--- src/rtl/anffl_mem_rd_responder.sv ---
// Read responder for the MEM read bus: accepts 1..4 word read requests, serves
// them from a synchronous SRAM (one-cycle read latency) and returns one beat per
// cycle with last/err markers. Issue-to-return latency is fixed at two cycles.
module anffl_mem_rd_responder #(
  parameter int unsigned WORDS_LOG2 = 14,
  parameter logic [31:0] BASE_ADDR  = 32'h0000_0000
) (
  input  logic                  clk,
  input  logic                  reset,
  input  logic                  mem_rd_req,
  input  logic [31:0]           mem_rd_addr,
  input  logic [1:0]            mem_rd_burst,
  output logic                  mem_rd_ack,
  output logic                  mem_rd_valid,
  output logic [31:0]           mem_rd_data,
  output logic                  mem_rd_last,
  output logic                  mem_rd_err,
  output logic                  sram_rd_en,
  output logic [WORDS_LOG2-1:0] sram_addr,
  input  logic [31:0]           sram_rdata
);

  typedef enum logic [0:0] {StIdle, StIssue} state_e;

  // Window size in bytes; 33 bits so offsets that wrapped below BASE_ADDR stay out of range.
  localparam logic [32:0] WinBytes = 33'd4 << WORDS_LOG2;

  state_e      state_q, state_d;
  logic [31:0] off_q, off_d;
  logic [1:0]  cnt_q, cnt_d;
  logic [1:0]  len_q, len_d;
  logic        mis_q, mis_d;

  // Tag travelling alongside the SRAM access.
  logic        tag_valid_q, tag_valid_d;
  logic        tag_last_q, tag_last_d;
  logic        tag_err_q, tag_err_d;

  // Registered return beat.
  logic        valid_q, valid_d;
  logic        last_q, last_d;
  logic        err_q, err_d;
  logic [31:0] data_q, data_d;

  logic        issuing;
  logic        last_beat;
  logic        in_range;
  logic [32:0] byte_off;

  // Issue-stage decode: current beat address and whether it may touch the SRAM.
  always_comb begin
    issuing    = (state_q == StIssue);
    last_beat  = (cnt_q == len_q);
    byte_off   = {1'b0, off_q} + {29'd0, cnt_q, 2'b00};
    in_range   = (byte_off < WinBytes) && !mis_q;
    mem_rd_ack = mem_rd_req && reset && ((state_q == StIdle) || (issuing && last_beat));
    sram_rd_en = issuing && in_range;
    sram_addr  = sram_rd_en ? byte_off[WORDS_LOG2+1:2] : '0;
  end

  // Request acceptance and beat sequencing.
  always_comb begin
    state_d = state_q;
    off_d   = off_q;
    cnt_d   = cnt_q;
    len_d   = len_q;
    mis_d   = mis_q;
    if (mem_rd_ack) begin
      off_d   = mem_rd_addr - BASE_ADDR;
      len_d   = mem_rd_burst;
      mis_d   = |mem_rd_addr[1:0];
      cnt_d   = 2'd0;
      state_d = StIssue;
    end else if (issuing) begin
      if (last_beat) begin
        state_d = StIdle;
      end else begin
        cnt_d = cnt_q + 2'd1;
      end
    end
  end

  // Pipeline: tag follows the SRAM read, then the beat is registered onto the bus.
  always_comb begin
    tag_valid_d = issuing;
    tag_last_d  = issuing && last_beat;
    tag_err_d   = issuing && !in_range;
    valid_d     = tag_valid_q;
    last_d      = tag_last_q;
    err_d       = tag_err_q;
    data_d      = (tag_valid_q && !tag_err_q) ? sram_rdata : 32'd0;
  end

  // State and pipeline registers with synchronous active-low reset.
  always_ff @(posedge clk) begin
    if (!reset) begin
      state_q     <= StIdle;
      off_q       <= '0;
      cnt_q       <= '0;
      len_q       <= '0;
      mis_q       <= 1'b0;
      tag_valid_q <= 1'b0;
      tag_last_q  <= 1'b0;
      tag_err_q   <= 1'b0;
      valid_q     <= 1'b0;
      last_q      <= 1'b0;
      err_q       <= 1'b0;
      data_q      <= '0;
    end else begin
      state_q     <= state_d;
      off_q       <= off_d;
      cnt_q       <= cnt_d;
      len_q       <= len_d;
      mis_q       <= mis_d;
      tag_valid_q <= tag_valid_d;
      tag_last_q  <= tag_last_d;
      tag_err_q   <= tag_err_d;
      valid_q     <= valid_d;
      last_q      <= last_d;
      err_q       <= err_d;
      data_q      <= data_d;
    end
  end

  assign mem_rd_valid = valid_q;
  assign mem_rd_data  = data_q;
  assign mem_rd_last  = last_q;
  assign mem_rd_err   = err_q;

endmodule
--- config.mk ---
export PLATFORM = sky130hd
export DESIGN_NAME = anffl_mem_rd_responder
export DESIGN_NICKNAME = d
export VERILOG_FILES = /design/src/rtl/anffl_mem_rd_responder.sv
export SDC_FILE = /design/constraint.sdc
export NUM_CORES = 1
export LEC_CHECK = 0
export CAP_MARGIN = 40
export CORE_MARGIN = 2
export CORE_UTILIZATION = 40
export DETAILED_ROUTE_END_ITERATION = 7
export HOLD_SLACK_MARGIN = 0.15
export PLACE_DENSITY = 0.71
export SLEW_MARGIN = 20
export SYNTH_ARGS = -nofsm -noshare
export SYNTH_HDL_FRONTEND = slang
export SYNTH_SLANG_ARGS = --single-unit
--- constraint.sdc ---
create_clock -name clk -period 6.3 [get_ports clk]
set_input_delay 1.26 -clock clk [delete_from_list [all_inputs] [get_ports clk]]
set_output_delay 1.26 -clock clk [all_outputs]
set_load 0.03 [all_outputs]
[Yosys cells after proc, flatten, opt, wreduce, memory -nomap -nowiden]
Cells that the tools add are included.
Operators by class
  equality and inequality tests: 1
  muxes and demuxes: 4
  bitwise gates (word level): 3
  $lt $le $gt $ge: 1
  reductions and logical operators: 15
  add/subtract/negate cells: 2
Operators with widths (number)
  $add A32 B4 Y33: 1
  $lt A33 B17 Y1 const B: 1
  $mux W14: 1
  $logic_and A1 B1 Y1: 7
  $reduce_and A2 Y1: 2
  $reduce_or A2 Y1: 2
  $logic_not A1 Y1: 3
  $mux W1: 3
  $not A1 Y1: 3
  $add A2 B1 Y2 const B: 1
  $eq A2 B2 Y1: 1
  $logic_or A1 B1 Y1: 1
Storage, ports and cells
  flip-flop bits (word level): 76
  word-level logic and storage cells: 38

[Longest topological paths before layout]
  depth after elaboration: 5
  mapped depth: 10
  depth with buffers taken out: 8

[Worst setup path before layout]
Ideal clock, no wire load.
  path type: flip-flop to output port
  start: register cnt_q[0]
  end: output port sram_addr[13]
  stages on the path, launching flop included: 10
  required time: 5.040 ns
  path slack: 1.992 ns
  arrival time: 3.048 ns
  path through: dfxtp_1 -> ha_1 -> fa_1 -> nand4_1 -> nor4_1 -> a31oi_1 -> a211o_1 -> or3_1 -> buf_6 -> nor4_1
On the way
  longest elaborated chain between the ends: 5
Ends and longest elaborated chain
  start, declared: RTL line 30  | logic [1:0] cnt_q, cnt_d;
  start signal, assigned: RTL line 112  | cnt_q <= cnt_d;
  $add A32 B4 Y33 (*): RTL line 54  | byte_off = {1'b0, off_q} + {29'd0, cnt_q, 2'b00};
  $lt A33 B17 Y1: RTL line 55  | in_range = (byte_off < WinBytes) && !mis_q;
  $logic_and A1 B1 Y1: RTL line 55
  $logic_and A1 B1 Y1: RTL line 57  | sram_rd_en = issuing && in_range;
  $mux W14 (*): RTL line 58  | sram_addr = sram_rd_en ? byte_off[WORDS_LOG2+1:2] : '0;
  end, declared: RTL line 19  | output logic [WORDS_LOG2-1:0] sram_addr,
Every way passes the cells marked *; elsewhere a longest branch is shown, timed or not.

[Final worst setup path]
  start: register cnt_q[0]
  end: output port sram_addr[0]
The elaborated chain is that of the path after synthesis.

==> results list <==
- For hold timing, the worst endpoint is mem_rd_last.
* EDFF count, synth: 0
* Power per standard cell area: 229 nW/um^2
- The share of the Yosys chip area taken by registers is 47.0%.
- Tightest Pin Transition: 0.751 ns
- After floorplanning, the core was divided into 32 placement rows.
- Clock sink count: 74
* Flip-flop and latch count after synthesis: 74
* Total number of nets in the final design: 551
- Count of maximum capacitance violations: 0
- HP Start: last_d
- Setup violations remaining at the end of the flow were counted as 0.
* Vias in the first global route: 2587
- Ratio of final minimum period to clock period: 83.5%
- Final hold violations: 0
- The initial antenna violation count is 0.
* Final core utilization: 60.2%
- Clock latency reported for the late side of the worst-skew pair: 0.35 ns
- Critical Path Max Stage Delay: 0.74 ns
- The analysis attributes to cell leakage a power of 0.00172 uW.
- For the worst setup path, the data required time is 5.04 ns.
- Portion of total power attributed to the clock network: 37.9%
* Total of hold buffers inserted after clock tree synthesis: 0
- Worst setup slack before clock tree synthesis: 1.48 ns
- Post-route antenna net violation count: 0
* Fraction of final layout cells with drive strength greater than 1: 6.20%
- In this run the power spent charging and discharging nets is 272 uW.
- Highest-count cells in the layout ignoring fill and taps: sky130_fd_sc_hd__clkdlybuf4s50_1 (119), sky130_fd_sc_hd__nand2_1 (79), sky130_fd_sc_hd__dfxtp_1 (74)
- Run status: completed
- After detailed routing, the number of vias per cell comes to 4.85.
* Flop2flop setup slack: 3.41 ns
- In the synthesized netlist, the number of instances is 364.
- Critical Path Sink Type: output port
- The worst setup path is of the flop to output port kind.
- Vertical die dimension: 92.8 microns
* Std-Cell Core Area: 7690 sq um
* GRT Util Overall: 17.8%
- Net switching is 25.6% of the power.
- IO buf count: 119
- Maximum number of pins on one net before global-route repair: 67
- The die covers 8610 sq um.
- DRC errors left: 0
- Number of gates given a new drive strength after cts: 0
* Final worst-path setup slack: 1.04 ns
- I/O Pins: 120
- In this run, distinct cell masters in the synthesized netlist total 39.
- Slowest library cell on the worst path: sky130_fd_sc_hd__clkdlybuf4s50_1
- Counting instances, the worst hold path has a depth of 1.
* Global-route wire length before repair: 12.3 mm
* Summed instance area of the synthesized netlist: 3150 sq um
- Setup repair after global routing left no endpoint under its margin.
- The worst register-to-register path ends at err_d.
- For this run, the top clock speed supported by timing is 190 MHz.
- The routed layout has 2842 vias.
- For this configuration, the core starts out at a cell density of 41.0%.
* Cells along the critical path: ha_1 > fa_1 > nand4_1 > nor4_1 > a31oi_1 > a211o_1 > or3_1 > nor3_1 > clkdlybuf4s50_1
* Count of final max-slew check failures: 0
- Clock Skews: 0.00846 ns
- After synthesis, the mean cell area works out to 8.66 sq um.
- Compared with the post-synthesis result, the final layout area differs by 46.8%.
- Cell family with the largest share of critical-path delay: simple AND/OR/NAND/NOR gates
- VDD sags by at most 121 uV.
- CTS Buffer Depth: 2
- DRC violation total after the first TritonRoute iteration: 118
- The first detailed-routing pass ran for 4 iterations.
- Comb power frac: 13.3%
* Startpoint of the most critical register-to-register path: cnt_q[0]
* Clock H-tree levels: 3
* Final Non-Filler Cells: 586
- Highest fanout seen on the critical path: 16
- Synthesized net count: 436
* Clock tree from TritonCTS: done
- Wirelength, routed: 7.64 mm
- Total negative setup slack: 0 ns
- Detailed-placement wirelength estimate: 5.65 mm
- Measured against its own limit, the worst slew margin works out to 49.9%.
- Counting the buffers created by CTS gives 9.
- Of the total power, registers draw 48.9%.
- After clock tree synthesis, the clock-pin slew on the worst setup and hold paths is 0.07 ns.
- Total internal power: 790 uW
* # diodes: 0
- Kind of path behind the tightest hold check: flop to flop
- Primary FF master, synth: sky130_fd_sc_hd__dfxtp_1
- Root buffer selected by CTS: sky130_fd_sc_hd__clkbuf_8
* Number of buffers inserted to repair setup after CTS: 0
- Routed length per instance: 13.0 microns
* R2r worst-path depth: 8
* WP data arrival: 4.00 ns
- The library cell used most frequently in the layout, excluding fill and tap cells, is sky130_fd_sc_hd__clkdlybuf4s50_1.
* Count of buffer and inverter cells on the critical path: 1
* Final Critical Period: 5.26 ns
* Synth async-reset ratio: 0%
* Remaining Overflow, GRT: 0
- Once placement completed, the tool counted placed cells totaling 570.
- For this run, the number of Yosys warnings is 0.
* Die span in x: 92.8 microns
- The worst setup path is launched from a flop.
- The congestion estimate from routability-driven global placement came to 0.824.
-- worst max path at each step --
stage	start	endpoint	slack, ns	cells after the start
after global placement	cnt_q[0]	sram_addr[0]	1.55	9
after floorplan	cnt_q[0]	sram_addr[13]	1.99	9
after global routing	cnt_q[0]	sram_addr[5]	0.83	9
after CTS	cnt_q[0]	sram_addr[0]	1.07	9
after detailed placement	cnt_q[0]	sram_addr[4]	1.48	9
final	cnt_q[0]	sram_addr[0]	1.04	9
-- synthesized netlist by cell type (all sizes together), types with 5 or more instances --
| cell type | number | area share [%] |
|---|---|---|
| nand2 | 79 | 9.4 |
| dfxtp | 74 | 47 |
| o21ai | 38 | 6.0 |
| and2 | 36 | 7.1 |
| nor4 | 16 | 5.6 |
| clkbuf | 15 | 1.8 |
| nand4 | 11 | 2.7 |
| nand3 | 10 | 1.6 |
| inv | 9 | 1.1 |
| nor2 | 9 | 1.1 |
| xnor2 | 8 | 2.2 |
| xor2 | 7 | 1.9 |
| a21oi | 6 | 0.95 |
| nor2b | 5 | 0.99 |
| nor3 | 5 | 0.79 |
-- cell families after synthesis --
| kind of cell | after synthesis | share of synthesized area [%] |
|---|---|---|
| and+or+nand+nor | 184 | 32.0 |
| buffers and inverters | 28 | 4.17 |
| DFF | 74 | 47.0 |
| muxes | 3 | 0.992 |
| adders and majority gates | 3 | 1.43 |
| AOI/OAI and AO/OA | 57 | 10.3 |
| xor gates and xnor gates | 15 | 4.17 |
-- worst reg2reg max path: stages, from the launching register on --
cell and delay (ns):
sky130_fd_sc_hd__dfxtp_1 0.40, sky130_fd_sc_hd__ha_1 0.23, sky130_fd_sc_hd__fa_1 0.27, sky130_fd_sc_hd__nand4_1 0.15, sky130_fd_sc_hd__nor4_1 0.37, sky130_fd_sc_hd__a31oi_1 0.13, sky130_fd_sc_hd__a211o_1 0.28, sky130_fd_sc_hd__or3_1 0.68
sky130_fd_sc_hd__o21a_1 0.29
-- stage by stage --
| stage | hold WS [ns] | total power [uW] | area (sq um) |
|---|---|---|---|
| floorplan | 0.412 | 604 | 3150 |
| global placement | 0.425 | 666 | 4400 |
| detailed placement | 0.428 | 670 | 4410 |
| CTS | 0.443 | 1070 | 4630 |
| global route | 0.488 | 1100 | 4630 |
| finish | 0.440 | 1060 | 4630 |
-- cell type report --
cell class                      instances  area, sq um
Sequential cell                        74         1480
Timing Repair Buffer                  123         1220
Inverter                                9         33.8
Multi-Input combinational cell        262         1540
Tap cell                              102          128
Fill cell                             693         3060
Clock buffer                           10          128
Clock inverter                          6         91.3
-- routing by layer --
metal / GRT usage (%) / part of all wire (%)
met3: 3.66 / 5.3
met1: 22.8 / 45
met4: 8.09 / 2.5
met2: 28.9 / 47
met5: 0 / 0
-- sequential cells by signal, summed over array words and instances (netlist names) --
signal / count
mem_rd_data: 32
off_q: 30
cnt_q: 2
len_q: 2
err_d: 1
issuing: 1
last_d: 1
mem_rd_err: 1
mem_rd_last: 1
mem_rd_valid: 1
mis_q: 1
tag_valid_q: 1
-- power by group through the flow --
stage	Sequential (uW)	Clock [uW]	Combinational [uW]
after detailed placement	529	0	141
after floorplan	531	0	73.9
after global routing	523	425	154
after global placement	528	0	138
after CTS	518	410	142
final	519	402	141
Note: power is estimated with default switching activity, not from simulation.
==> edit (same flow settings) <==
Put one more register stage on the output `mem_rd_err`. The value now appears one clock later. The other outputs are not delayed to match.
--- a/src/rtl/anffl_mem_rd_responder.sv
+++ b/src/rtl/anffl_mem_rd_responder.sv
@@ -125,6 +125,8 @@
   assign mem_rd_valid = valid_q;
   assign mem_rd_data  = data_q;
   assign mem_rd_last  = last_q;
-  assign mem_rd_err   = err_q;
+  always_ff @(posedge clk) begin
+    mem_rd_err <= err_q;
+  end
 
 endmodule
Formal check against the unedited RTL: not equivalent (a bounded check fails within 4 cycles, from zero or initial values and one cycle with reset low).
==> edit against the unedited design <==
Worst setup slack lost 0.024 ns; critical endpoint is now sram_addr[2]; design area shrank 0.22%; total power is 3.8% lower; routed wire length down 0.76%; sequential cell count grew 1; critical path depth is the same; synthesized area is 0.63% higher; worst hold slack worse by 0.092 ns; largest cell class unchanged.
==> edit: results (changes against the unedited design) <==
stage	metric	value	unit	change
setup_path	Crit Path Class	reg -> out		
sta	hold slack	0.3481	ns	-0.09154 ns
grt	initial antenna violation count	0		unchanged
clock_network	clock-pin slew on the worst setup and hold paths	0.09	ns	+0.02 ns
synth	post-synthesis area per instance	8.693	sq um	+0.36%
place	Post-Place Cell Area	4418	sq um	+0.20%
synth	Syn Nets	437		+0.23%
grt	vias in the first global route	2670		+3.2%
worst_hold_path	HP Start	err_q$_SDFF_PN0_		
power_and_ir_drop	Psw	0.2970	mW	+9.1%
setup_path	WP data arrival	4.02	ns	+0.02 ns
drt	DRT iter0 DRCs	131		+11%
synth	share of the yosys chip area belonging to registers	47.32	%	+0.33 points
run_status	status	finished, final reports clean		
setup_path	flop2flop setup slack	3.36	ns	-0.05 ns
synth	post-synthesis cell type count	39		unchanged
place	gp weighted congestion	0.9237		+12%
finish	Finished Layout Cells	587		+0.17%
sta	actual slew at the worst max-slew pin	0.6811	ns	-0.06983 ns
finish	# fillers	703		+1.4%
power_and_ir_drop	leakage	1.709	nW	-0.44%
place	DP HPWL	5567	um	-1.5%
finish	share of layout cells above drive strength 1	6.392	%	+0.19 points
drt	routed length per instance	12.92	um	-0.93%
grt	GR Util All Layers	17.91	%	+0.086 points
worst_hold_path	Worst Hold Path EP	mem_rd_err$_DFF_P_		
finish	final net count	552		+0.18%
clock_network	Post-CTS Resized	0		unchanged
grt	grt met2 use	29.05	%	+0.12 points
sta	FMAX	189.4	MHz	-0.45%
worst_hold_path	WHS Path Cells	0		-1
place	pre-CTS setup slack	1.445	ns	-0.03134 ns
grt	met1 GRT Util	22.98	%	+0.21 points
synth	Synth top cells by count	nand2_1, dfxtp_1, o21ai_0, and2_1, clkbuf_1		
grt	global-route wire length before repair	12390	um	+0.56%
sta	clk_skew	0.008945	ns	+0.0004877 ns
grt	M3 GR Usage	3.868	%	+0.21 points
setup_path	Worst Setup EP	sram_addr[2]		
drt	number of vias per cell	4.821		-0.59%
setup_path	Worst R2R Start	cnt_q[0]$_SDFFE_PP0P_		
clock_network	clock buffer depth	2		unchanged
power_and_ir_drop	worst vdd ir	90.16	uV	-25%
synth	largest cells by area after synthesis	dfxtp_1, nand2_1, and2_1		
finish	storage element area	1501	sq um	+1.4%
[edit: cell count changes after synthesis, sizes merged]
| cell | delta |
|---|---|
| dfxtp | +1 |
[edit: final cells by class]
class	count	area share, %
repair buffers	123	26.52
flip-flops and latches	75	32.51
inverters	9	0.7315
multi-input cells	262	33.38
clock buffers	9	2.682
clock inverters	7	1.409
well taps	102	2.763
[edit: power groups by stage]
stage	clock network [mW]	logic, mW	registers, mW
floorplan	0	0.0739	0.537
global placement	0	0.136	0.535
detailed placement	0	0.138	0.536
CTS	0.370	0.139	0.525
global route	0.394	0.155	0.530
finish	0.356	0.140	0.526
[edit: layer usage]
layer	vias up	share of wire, %
li1	1471	-
met1	1277	44
met2	73	49
met4	0	1.6
met3	9	4.5
met5	-	0
[edit: kinds of logic after synthesis]
kind of cell / share of synthesized area (%)
buffers and inverters: 4.140
AO/OA/AOI/OAI: 10.21
XOR/XNOR: 4.141
multiplexers: 0.9858
flip-flops: 47.32
AND/OR/NAND/NOR: 31.78
adder cells (fa/ha/maj): 1.419
